## src/rtl/mem_arb_pkg.sv

```systemverilog
// mem_arb_pkg: shared types and defaults for the memory arbiter slice.
//   state_t : arbiter FSM encoding (IDLE, CMD, RDWAIT)
//   DEF_AW  : default memory address width
//   DEF_DW  : default memory data width
package mem_arb_pkg;

    typedef enum logic [1:0] {
        IDLE   = 2'd0,
        CMD    = 2'd1,
        RDWAIT = 2'd2
    } state_t;

    localparam int DEF_AW = 2;
    localparam int DEF_DW = 8;

endpackage

```

## src/rtl/rr_pick.sv

```systemverilog
// rr_pick: combinational round-robin search.
//   req     : per-requester request bits
//   ptr     : index with highest priority this cycle
//   winner  : first set req bit at or above ptr, wrapping modulo NREQ
//   any_req : at least one req bit is set (winner is valid)
module rr_pick #(
    parameter int NREQ = 2,
    parameter int PW   = 1
) (
    input  logic [NREQ-1:0] req,
    input  logic [PW-1:0]   ptr,
    output logic [PW-1:0]   winner,
    output logic            any_req
);

    int idx_s;

    // Walk from ptr upward; the first requester found wins.
    always_comb begin
        winner  = {PW{1'b0}};
        any_req = 1'b0;
        idx_s   = 0;
        for (int k = 0; k < NREQ; k++) begin
            idx_s = (int'(ptr) + k) % NREQ;
            if (!any_req && req[idx_s[PW-1:0]]) begin
                winner  = idx_s[PW-1:0];
                any_req = 1'b1;
            end else begin
                winner  = winner;
                any_req = any_req;
            end
        end
    end

endmodule

```

## src/rtl/mem_arbiter.sv

```systemverilog
// mem_arbiter: round-robin arbiter sharing one single-port memory between
// NREQ requesters. One command is in flight at a time.
//   clk, reset            : clock (rising edge), async active-high reset
//   req/we/addr/wdata     : per-requester command inputs (packed per requester)
//   gnt                   : one-hot pulse, command accepted
//   rvalid/rdata          : one-hot read-return pulse, broadcast read data
//   mem_wr_en/mem_rd_en   : memory command strobes (never both high)
//   mem_address/mem_w_data: memory command fields
//   mem_r_data            : memory read data, valid the cycle after rd_en
module mem_arbiter
    import mem_arb_pkg::*;
#(
    parameter int NREQ = 2,
    parameter int AW   = DEF_AW,
    parameter int DW   = DEF_DW
) (
    input  logic             clk,
    input  logic             reset,
    input  logic [NREQ-1:0]  req,
    input  logic [NREQ-1:0]  we,
    input  logic [NREQ*AW-1:0] addr,
    input  logic [NREQ*DW-1:0] wdata,
    output logic [NREQ-1:0]  gnt,
    output logic [NREQ-1:0]  rvalid,
    output logic [DW-1:0]    rdata,
    output logic             mem_wr_en,
    output logic             mem_rd_en,
    output logic [AW-1:0]    mem_address,
    output logic [DW-1:0]    mem_w_data,
    input  logic [DW-1:0]    mem_r_data
);

    localparam int PW = (NREQ > 2) ? 2 : 1;

    state_t          state_r;
    logic [PW-1:0]   rr_ptr_r;
    logic [PW-1:0]   owner_r;
    logic [PW-1:0]   win_s;
    logic            any_s;
    logic [PW-1:0]   next_ptr_s;
    logic            cmd_we_s;
    logic [AW-1:0]   cmd_addr_s;
    logic [DW-1:0]   cmd_wdata_s;

    function automatic logic [NREQ-1:0] onehot(input logic [PW-1:0] idx);
        logic [NREQ-1:0] v;
        v      = {NREQ{1'b0}};
        v[idx] = 1'b1;
        return v;
    endfunction

    rr_pick #(.NREQ(NREQ), .PW(PW)) u_pick (
        .req     (req),
        .ptr     (rr_ptr_r),
        .winner  (win_s),
        .any_req (any_s)
    );

    // Mux the winning requester's command fields and compute the pointer after it.
    always_comb begin
        cmd_we_s    = 1'b0;
        cmd_addr_s  = {AW{1'b0}};
        cmd_wdata_s = {DW{1'b0}};
        for (int i = 0; i < NREQ; i++) begin
            if (win_s == PW'(i)) begin
                cmd_we_s    = we[i];
                cmd_addr_s  = addr[i*AW +: AW];
                cmd_wdata_s = wdata[i*DW +: DW];
            end else begin
                cmd_we_s    = cmd_we_s;
                cmd_addr_s  = cmd_addr_s;
                cmd_wdata_s = cmd_wdata_s;
            end
        end
        if (win_s == PW'(NREQ - 1)) begin
            next_ptr_s = {PW{1'b0}};
        end else begin
            next_ptr_s = win_s + PW'(1'b1);
        end
    end

    // Arbiter FSM with registered command, grant and read-return outputs.
    always_ff @(posedge clk or posedge reset) begin
        if (reset) begin
            state_r     <= IDLE;
            rr_ptr_r    <= {PW{1'b0}};
            owner_r     <= {PW{1'b0}};
            gnt         <= {NREQ{1'b0}};
            rvalid      <= {NREQ{1'b0}};
            rdata       <= {DW{1'b0}};
            mem_wr_en   <= 1'b0;
            mem_rd_en   <= 1'b0;
            mem_address <= {AW{1'b0}};
            mem_w_data  <= {DW{1'b0}};
        end else begin
            // Pulses default low; address and write data hold.
            gnt       <= {NREQ{1'b0}};
            rvalid    <= {NREQ{1'b0}};
            mem_wr_en <= 1'b0;
            mem_rd_en <= 1'b0;
            case (state_r)
                IDLE: begin
                    if (any_s) begin
                        gnt         <= onehot(win_s);
                        mem_address <= cmd_addr_s;
                        mem_w_data  <= cmd_wdata_s;
                        mem_wr_en   <= cmd_we_s;
                        mem_rd_en   <= ~cmd_we_s;
                        rr_ptr_r    <= next_ptr_s;
                        owner_r     <= win_s;
                        state_r     <= CMD;
                    end else begin
                        state_r     <= IDLE;
                    end
                end
                CMD: begin
                    // mem_wr_en still reflects the command being sampled now.
                    if (mem_wr_en) begin
                        state_r <= IDLE;
                    end else begin
                        state_r <= RDWAIT;
                    end
                end
                RDWAIT: begin
                    rdata   <= mem_r_data;
                    rvalid  <= onehot(owner_r);
                    state_r <= IDLE;
                end
                default: begin
                    state_r <= IDLE;
                end
            endcase
        end
    end

endmodule

```

## config.mk

```make
export PLATFORM = sky130hd
export DESIGN_NAME = mem_arbiter
export DESIGN_NICKNAME = d
export VERILOG_FILES = /design/src/rtl/mem_arb_pkg.sv /design/src/rtl/rr_pick.sv /design/src/rtl/mem_arbiter.sv
export SDC_FILE = /design/constraint.sdc
export NUM_CORES = 1
export LEC_CHECK = 0
export CAP_MARGIN = 20
export CORE_MARGIN = 10
export CORE_UTILIZATION = 57
export CTS_BUF_LIST = sky130_fd_sc_hd__clkbuf_4
export DETAILED_ROUTE_END_ITERATION = 8
export DONT_BUFFER_PORTS = 1
export PLACE_DENSITY = 0.72
export SYNTH_ARGS = -nofsm -noshare
export SYNTH_HDL_FRONTEND = slang
export SYNTH_SLANG_ARGS = --single-unit
```

## constraint.sdc

```tcl
create_clock -name clk -period 1.2 [get_ports clk]
set_input_delay 0.18 -clock clk [delete_from_list [all_inputs] [get_ports clk]]
set_output_delay 0.18 -clock clk [all_outputs]
set_load 0.02 [all_outputs]
```

**Word level (Yosys, flattened, before mapping)**

Cells that the tools add are included.
W data, S select, Z words.

- Word-level logic and storage cells: 53
- ROM bits: 0
- Output and inout bits: 24
- Bits in registers: 28
- Input port bits: 34
- Latch bits: 0
- Memories: 0
- Bits in writable memories: 0

- Shift operators: 0
- Add/subtract/negate cells: 2
- Mux-type cells: 26
- $mul: 0
- Reduce and logical (&&, ||, !) cells: 6
- Div/mod/pow operators: 0
- Magnitude comparators: 6
- Bitwise logic cells: 1
- Equality and inequality tests: 2

Operators with widths:

| kind | number |
|---|---|
| $mux W1 | 17 |
| $mux W2 | 5 |
| $lt A1 B2 Y1 const B | 4 |
| $mux W8 | 1 |
| $pmux W2 S2 | 1 |
| $logic_and A1 B1 Y1 | 3 |
| $add A1 B1 Y1 const B | 2 |
| $demux W1 S1 | 2 |
| $eq A2 B1 Y1 const B | 1 |
| $eq A2 B2 Y1 const B | 1 |
| $ge A1 B1 Y1 const B | 2 |
| $logic_not A2 Y1 | 1 |
| $reduce_and A2 Y1 | 1 |
| $logic_not A1 Y1 | 1 |
| $not A1 Y1 | 1 |

**Logic depth before layout (Yosys ltp)**

- Word-level depth: 12
- Mapped depth: 4
- Gate-level depth less buffers: 3

**Modules after synthesis**

A second synthesis with hierarchy kept.

- Cell total of the unflattened synthesis: 79
- Area total of the unflattened synthesis: 1213.7 µm²

Modules (own cells, without submodules):

| module | times used | area each (µm²) | cells an instance | sequential area each (µm²) |
|---|---|---|---|---|
| mem_arbiter | 1 | 1196.1 | 76 | 700.7 |
| rr_pick | 1 | 17.5 | 3 | 0.0 |

**Least setup slack after synthesis**

Ideal clock, no wire load.

- Kind: register -> register
- Start point: register state_r[0]
- End point: register mem_address[0]
- Data arrival time: 0.976 ns
- Required time: 1.062 ns
- Path slack: 0.086 ns
- Buffers on the path: 1
- Cell stages (with the launch flop): 5
- Period minus slack after synthesis: 1.114 ns
- Library setup time: 0.138 ns
- Path through: dfrtp_1 or2_4 buf_6 o21ai_1 o221ai_1

- Longest elaborated chain between the ends: 2

RTL lines:

| what | RTL line | text |
|---|---|---|
| start, declared | mem_arbiter.sv:35 | `state_t state_r;` |
| start signal, assigned | mem_arbiter.sv:85 | `state_r <= IDLE;` |
| start signal, assigned | mem_arbiter.sv:111 | `state_r <= CMD;` |
| start signal, assigned | mem_arbiter.sv:113 | `state_r <= IDLE;` |
| $logic_not A2 Y1 | mem_arbiter.sv:101 | `case (state_r)` |
| $reduce_and A2 Y1 (no line) | - |  |
| end signal, assigned | mem_arbiter.sv:93 | `mem_address <= {AW{1'b0}};` |
| end signal, assigned | mem_arbiter.sv:105 | `mem_address <= cmd_addr_s;` |
| end, declared | mem_arbiter.sv:28 | `output logic [AW-1:0] mem_address,` |

No other way between the ends.
A chain may end at the register's enable or synchronous reset.

**Final worst setup path**

- Start point: register state_r[0]
- End point: register rdata[1]

- Longest elaborated chain between the ends: 1

RTL lines:

| what | RTL line | text |
|---|---|---|
| $eq A2 B2 Y1 | mem_arbiter.sv:101 |  |
| end signal, assigned | mem_arbiter.sv:90 | `rdata <= {DW{1'b0}};` |
| end signal, assigned | mem_arbiter.sv:125 | `rdata <= mem_r_data;` |
| end, declared | mem_arbiter.sv:25 | `output logic [DW-1:0] rdata,` |

No other way between the ends.

==> out/metrics.csv <==
metric,value,unit
cp.required,1.43,ns
setup_viol,0,
start_util,0.597,
wire_per_inst,18.7,um
synth_enable_flop_cells,0,
fp.dieW,65.1,um
power.density,2780,nW/um^2
critPathTopFamily,flip-flops,
path_clk_slew,0.15,ns
synth.distinct_cells,19,
ys_warn_count,0,
clk_latency,0.32,ns
viasPerCell,5.39,
grt_start_max_net_pins,29,
preCtsSetupSlack,-0.0693,ns
r2r_cells,2,
post_cts_buffers,0,
max_stage_delay,0.47,ns
crit_type,register to register,
yosys.area.top_type_share,0.605,
fmax,851,MHz
slew_headroom,0.715,
netlist_area,1160,um^2
p_total,0.00383,W
synth-seq-cells,28,
fill_cells,158,
core,1940,um^2
hold_viol_final,0,
cp-end-kind,register,
yosysMostFrequentCell,dfrtp_1,
start_kind,register,
yosysTopAreaCell,dfrtp_1,
path_cells,"nand2b_2, mux2_2",
seq_area_frac_synth,0.605,
post-place-cells,132,
finalWorstSetupSlack,0.0255,ns
fp.dieH,65.1,um
synth_common_cells,"dfrtp_1, inv_1, o221ai_1, mux2_2, o21ai_1",
synthArstFlopShare,1.00,
crit_arrival,1.40,ns
clk_path_buf_depth,2,
hpwl,2010,um
area_growth,18.9,%
ioPinCount,58,
worstMarginPinSlew,0.426,ns
cts-buffers-inserted,3,
instances_no_fill,146,
status,completed,
cts_tree,done,
grt_pass1_wl,4480,um
synth_nets,138,
antenna_found_initial,0,
cts_sinks,28,
cp_num_buf_inv,0,
port_buffers,0,
synthCells,104,
path_depth,2,
drt_iter0_drc,24,
p_leak,0.684,nW
die_area,4240,um^2
rsz0062_at_grt,yes,
grt_usage,0.130,
period_share,0.979,
critPathMaxFanout,9,
crit_slowest_cell,dfrtp_2,
hold_depth,2,
drtPass1Iterations,4,
drcViolationCount,0,
place_congestion,0.795,
hold_class,input pin to register,
syn_avg_cell_area,11.1,um^2
num_rows,16,
overflow,0,
ys.flop_type,dfrtp_1,
final_antenna_net_count,0,
max_cap_viol_count,0,
finClkSkew,0.00355,ns
synthTopCellsByArea,"dfrtp_1, inv_1, mux2_2",
cts_root_buf,clkbuf_4,
fin_nets,154,
ctsHtreeMaxLevel,1,
fin_crit,1.17,ns
vdd_drop_max,0.00161,V
grt_pass1_vias,887,
slew_violations,0,
diodes,0,
vias,787,
drive_above_1_share,0.227,
drt-total-wl,2730,um
==> per-stage QoR <==
stage,setup TNS [ns],instance area (um^2),utilization,hold slack [ns]
2_1_floorplan,0,1160,-,0.245
3_3_place_gp,0,1210,0.621,0.150
3_5_place_dp,-0.529,1210,0.621,0.157
4_1_cts,0,1350,0.696,0.00390
5_1_grt,-0.278,1380,0.709,0.000533
6_report,0,1380,0.709,0.00181
==> final timing paths <==
| kind | startpoint | end | slack (ns) |
|---|---|---|---|
| min in group asynchronous | reset | rdata[1] | 0.35 |
| min | addr[1] | mem_address[1] | 0.002 |
| min reg2reg | owner_r | rvalid[0] | 0.43 |
| max reg2reg | state_r[0] | rdata[1] | 0.03 |
| max | state_r[0] | rdata[1] | 0.03 |
| max in group asynchronous | reset | state_r[0] | 0.58 |
==> where the power goes <==
part / leakage [nW] / total [W] / internal (W) / switching [W]
registers: 0.344 / 0.00216 / 0.00138 / 0.000780
logic: 0.312 / 0.00106 / 0.000567 / 0.000490
clock network: 0.0279 / 0.000614 / 0.000338 / 0.000276
==> registers in the layout, summed over array words and instances, names as in the netlist, 2 cells and up <==
register / cells
mem_address: 2
rvalid: 2
mem_w_data: 8
rdata: 8
gnt: 2
state_r: 2
==> logic make-up after synthesis <==
logic type | count (synthesis) | synth area share
simple gates | 15 | 0.0724
mux | 8 | 0.0778
buf+inv | 29 | 0.105
compound gates | 24 | 0.140
flops | 28 | 0.605
==> worst reg2reg max path: cells and delay by family, from the launching register on <==
kind / cells / cell delay [ns]
mux: 1 / 0.32
simple gates: 1 / 0.29
flops: 1 / 0.47
==> cells in the final DEF, fill, tap and decap left out, drive strengths merged, types with 3 or more instances in the layout <==
master	count
buf	6
inv	24
dfrtp	28
o21ai	12
nor2	5
dlygate4sd3	9
mux2	8
clkbuf	3
o221ai	10
==> final cells by class <==
type / instances / area [um^2] / area share
sequential: 28 / 703 / 0.510
multi-input combinational: 48 / 359 / 0.261
timing repair buffer: 15 / 139 / 0.101
inverter: 24 / 90.1 / 0.0654
tap: 27 / 33.8 / 0.0245
clock inverter: 1 / 30.0 / 0.0218
clock buffer: 3 / 22.5 / 0.0163
==> repair_timing <==
item | CTS | global route
hold buffers | 9 | 0
pin swaps | 0 | 2
endpoints found under the hold margin | 36 | 0
setup endpoints to repair | 8 | 11
resized for setup | 1 | 9
cloned | 0 | 1
==> metal layers <==
layer | routed length (um) | GRT usage | part of all wire | vias up
li1 | - | - | - | 379
met5 | 0 | 0 | 0 | -
met2 | 1340 | 0.204 | 0.49 | 36
met3 | 337 | 0.0756 | 0.12 | 0
met4 | 0 | 0.0241 | 0 | 0
met1 | 1050 | 0.152 | 0.39 | 372
No activity file was read; power rests on OpenSTA's default activity.
==> RTL edit: new RTL, same settings <==
Re-encode `state_t` (3 states) as one-hot, 3 bits wide.
--- a/src/rtl/mem_arb_pkg.sv
+++ b/src/rtl/mem_arb_pkg.sv
@@ -4,10 +4,10 @@
 //   DEF_DW  : default memory data width
 package mem_arb_pkg;
 
-    typedef enum logic [1:0] {
-        IDLE   = 2'd0,
-        CMD    = 2'd1,
-        RDWAIT = 2'd2
+    typedef enum logic [2:0] {
+        IDLE   = 3'b001,
+        CMD    = 3'b010,
+        RDWAIT = 3'b100
     } state_t;
 
     localparam int DEF_AW = 2;
Formal check against the unedited RTL: no difference found for any inputs over 10 cycles, from zero or initial values and one cycle with reset high; not proved beyond that.
==> RTL edit against the unedited design <==
  * The flow now finishes with violations (negative setup slack)
  * Hold slack gained 0.0057 ns
  * Total power grew 15%
  * Critical path depth grew 3
  * Wire length grew 30%
  * Synthesized cell count shrank 11%
  * Worst setup slack lost 0.49 ns
  * Clock power shrank 12%
  * Synthesized area grew 1.2%
  * Sequential cell count grew 1
  * Design area grew 17%
  * Critical path type unchanged
  * Largest cell class unchanged
  * Highest routed layer is now met4
==> RTL edit: results (changes against the unedited design) <==
Finish
  – Biggest regs: mem_w_data (8), rdata (8), state_r (3)
  – Non-Filler Instances: 151 (+3.4%)
  – Fraction of layout cells with a size suffix above 1: 37.90% (+15 points)
  – Final-stage net count: 158 (+2.6%)

Synthesis
  – Mapped Avg Cell Area: 12.61 µm² (+13%)
  – Post-synthesis mux area share: 7.684% (-0.091 points)
  – Largest cells by area after synthesis: dfrtp_1, a221o_1, mux2_2
  – Top cells by count, synth: dfrtp_1, nor3_1, a221o_1, nand2_1, mux2_2

Outcome
  – Violated checks: negative setup slack
  – Status: complete, but fails checks

GRT
  – M3 GR Usage: 8.305% (+0.74 points)
  – Largest net degree at the start of global routing: 30 (+3.4%)
  – GRT Total Usage: 15.35% (+2.3 points)
  – M1 GR Usage: 16.40% (+1.2 points)
  – Routing usage on met2: 25.85% (+5.4 points)

Power and ir drop
  – VDD IR-drop max: 0.001926 V (+20%)
  – Switching power: 1759 µW (+14%)
  – Combinational Power: 1720 µW (+62%)
  – Static Leak: 0.0007502 µW (+9.8%)
  – Flop pwr share: 48.6% (-7.7 points)

Route
  – Via density: 6.132 (+14%)
  – Max Used Layer: met4
  – Metal-1 WL: 1258 µm (+20%)
  – DR WL/cell: 23.50 µm (+26%)
  – Routed wl met3: 435 µm (+29%)

STA
  – Final setup margin: -0.4664 ns (-0.4919 ns)
  – Finish-stage setup viols: 26 (+26)
  – Clk_skew: 0.01916 ns (+0.01561 ns)
  – Setup TNS: -8.186 ns (-8.186 ns)

Clocking
  – H-tree levels: 2 (+1)

Worst setup path
  – CP Max Fanout: 6 (-3)

Place
  – Routability congestion estimate: 0.7565 (-4.9%)
  – DP HPWL: 2242 µm (+12%)
[RTL edit: repair_timing]
action / in CTS / in global routing
hold buffers: 5 / 5
endpoints found under the hold margin: 32 / 5
gates resized for setup: 20 / 15
pin swaps: 2 / 4
gates cloned: 2 / 0
buffers inserted: 4 / 2
setup endpoints to repair: 26 / 28
[RTL edit: layout make-up]
class / instances / area (µm²)
inverter: 4 / 17.52
sequential: 29 / 726.9
clock inverter: 1 / 3.754
timing repair buffer: 30 / 291.5
fill: 118 / 352.8
multi-input combinational: 54 / 490.5
clock buffer: 6 / 45.04
tap: 27 / 33.78
[RTL edit: worst paths after layout]
path,from,endpoint,slack (ns),cells past startpoint
max,state_r[0],mem_address[0],-0.47,5
min,wdata[5],mem_w_data[5],0.007,1
max reg2reg,state_r[0],mem_address[0],-0.47,5
min reg2reg,mem_wr_en,state_r[2],0.47,1
max in group asynchronous,reset,state_r[0],0.47,3
min in group asynchronous,reset,rvalid[0],0.39,3
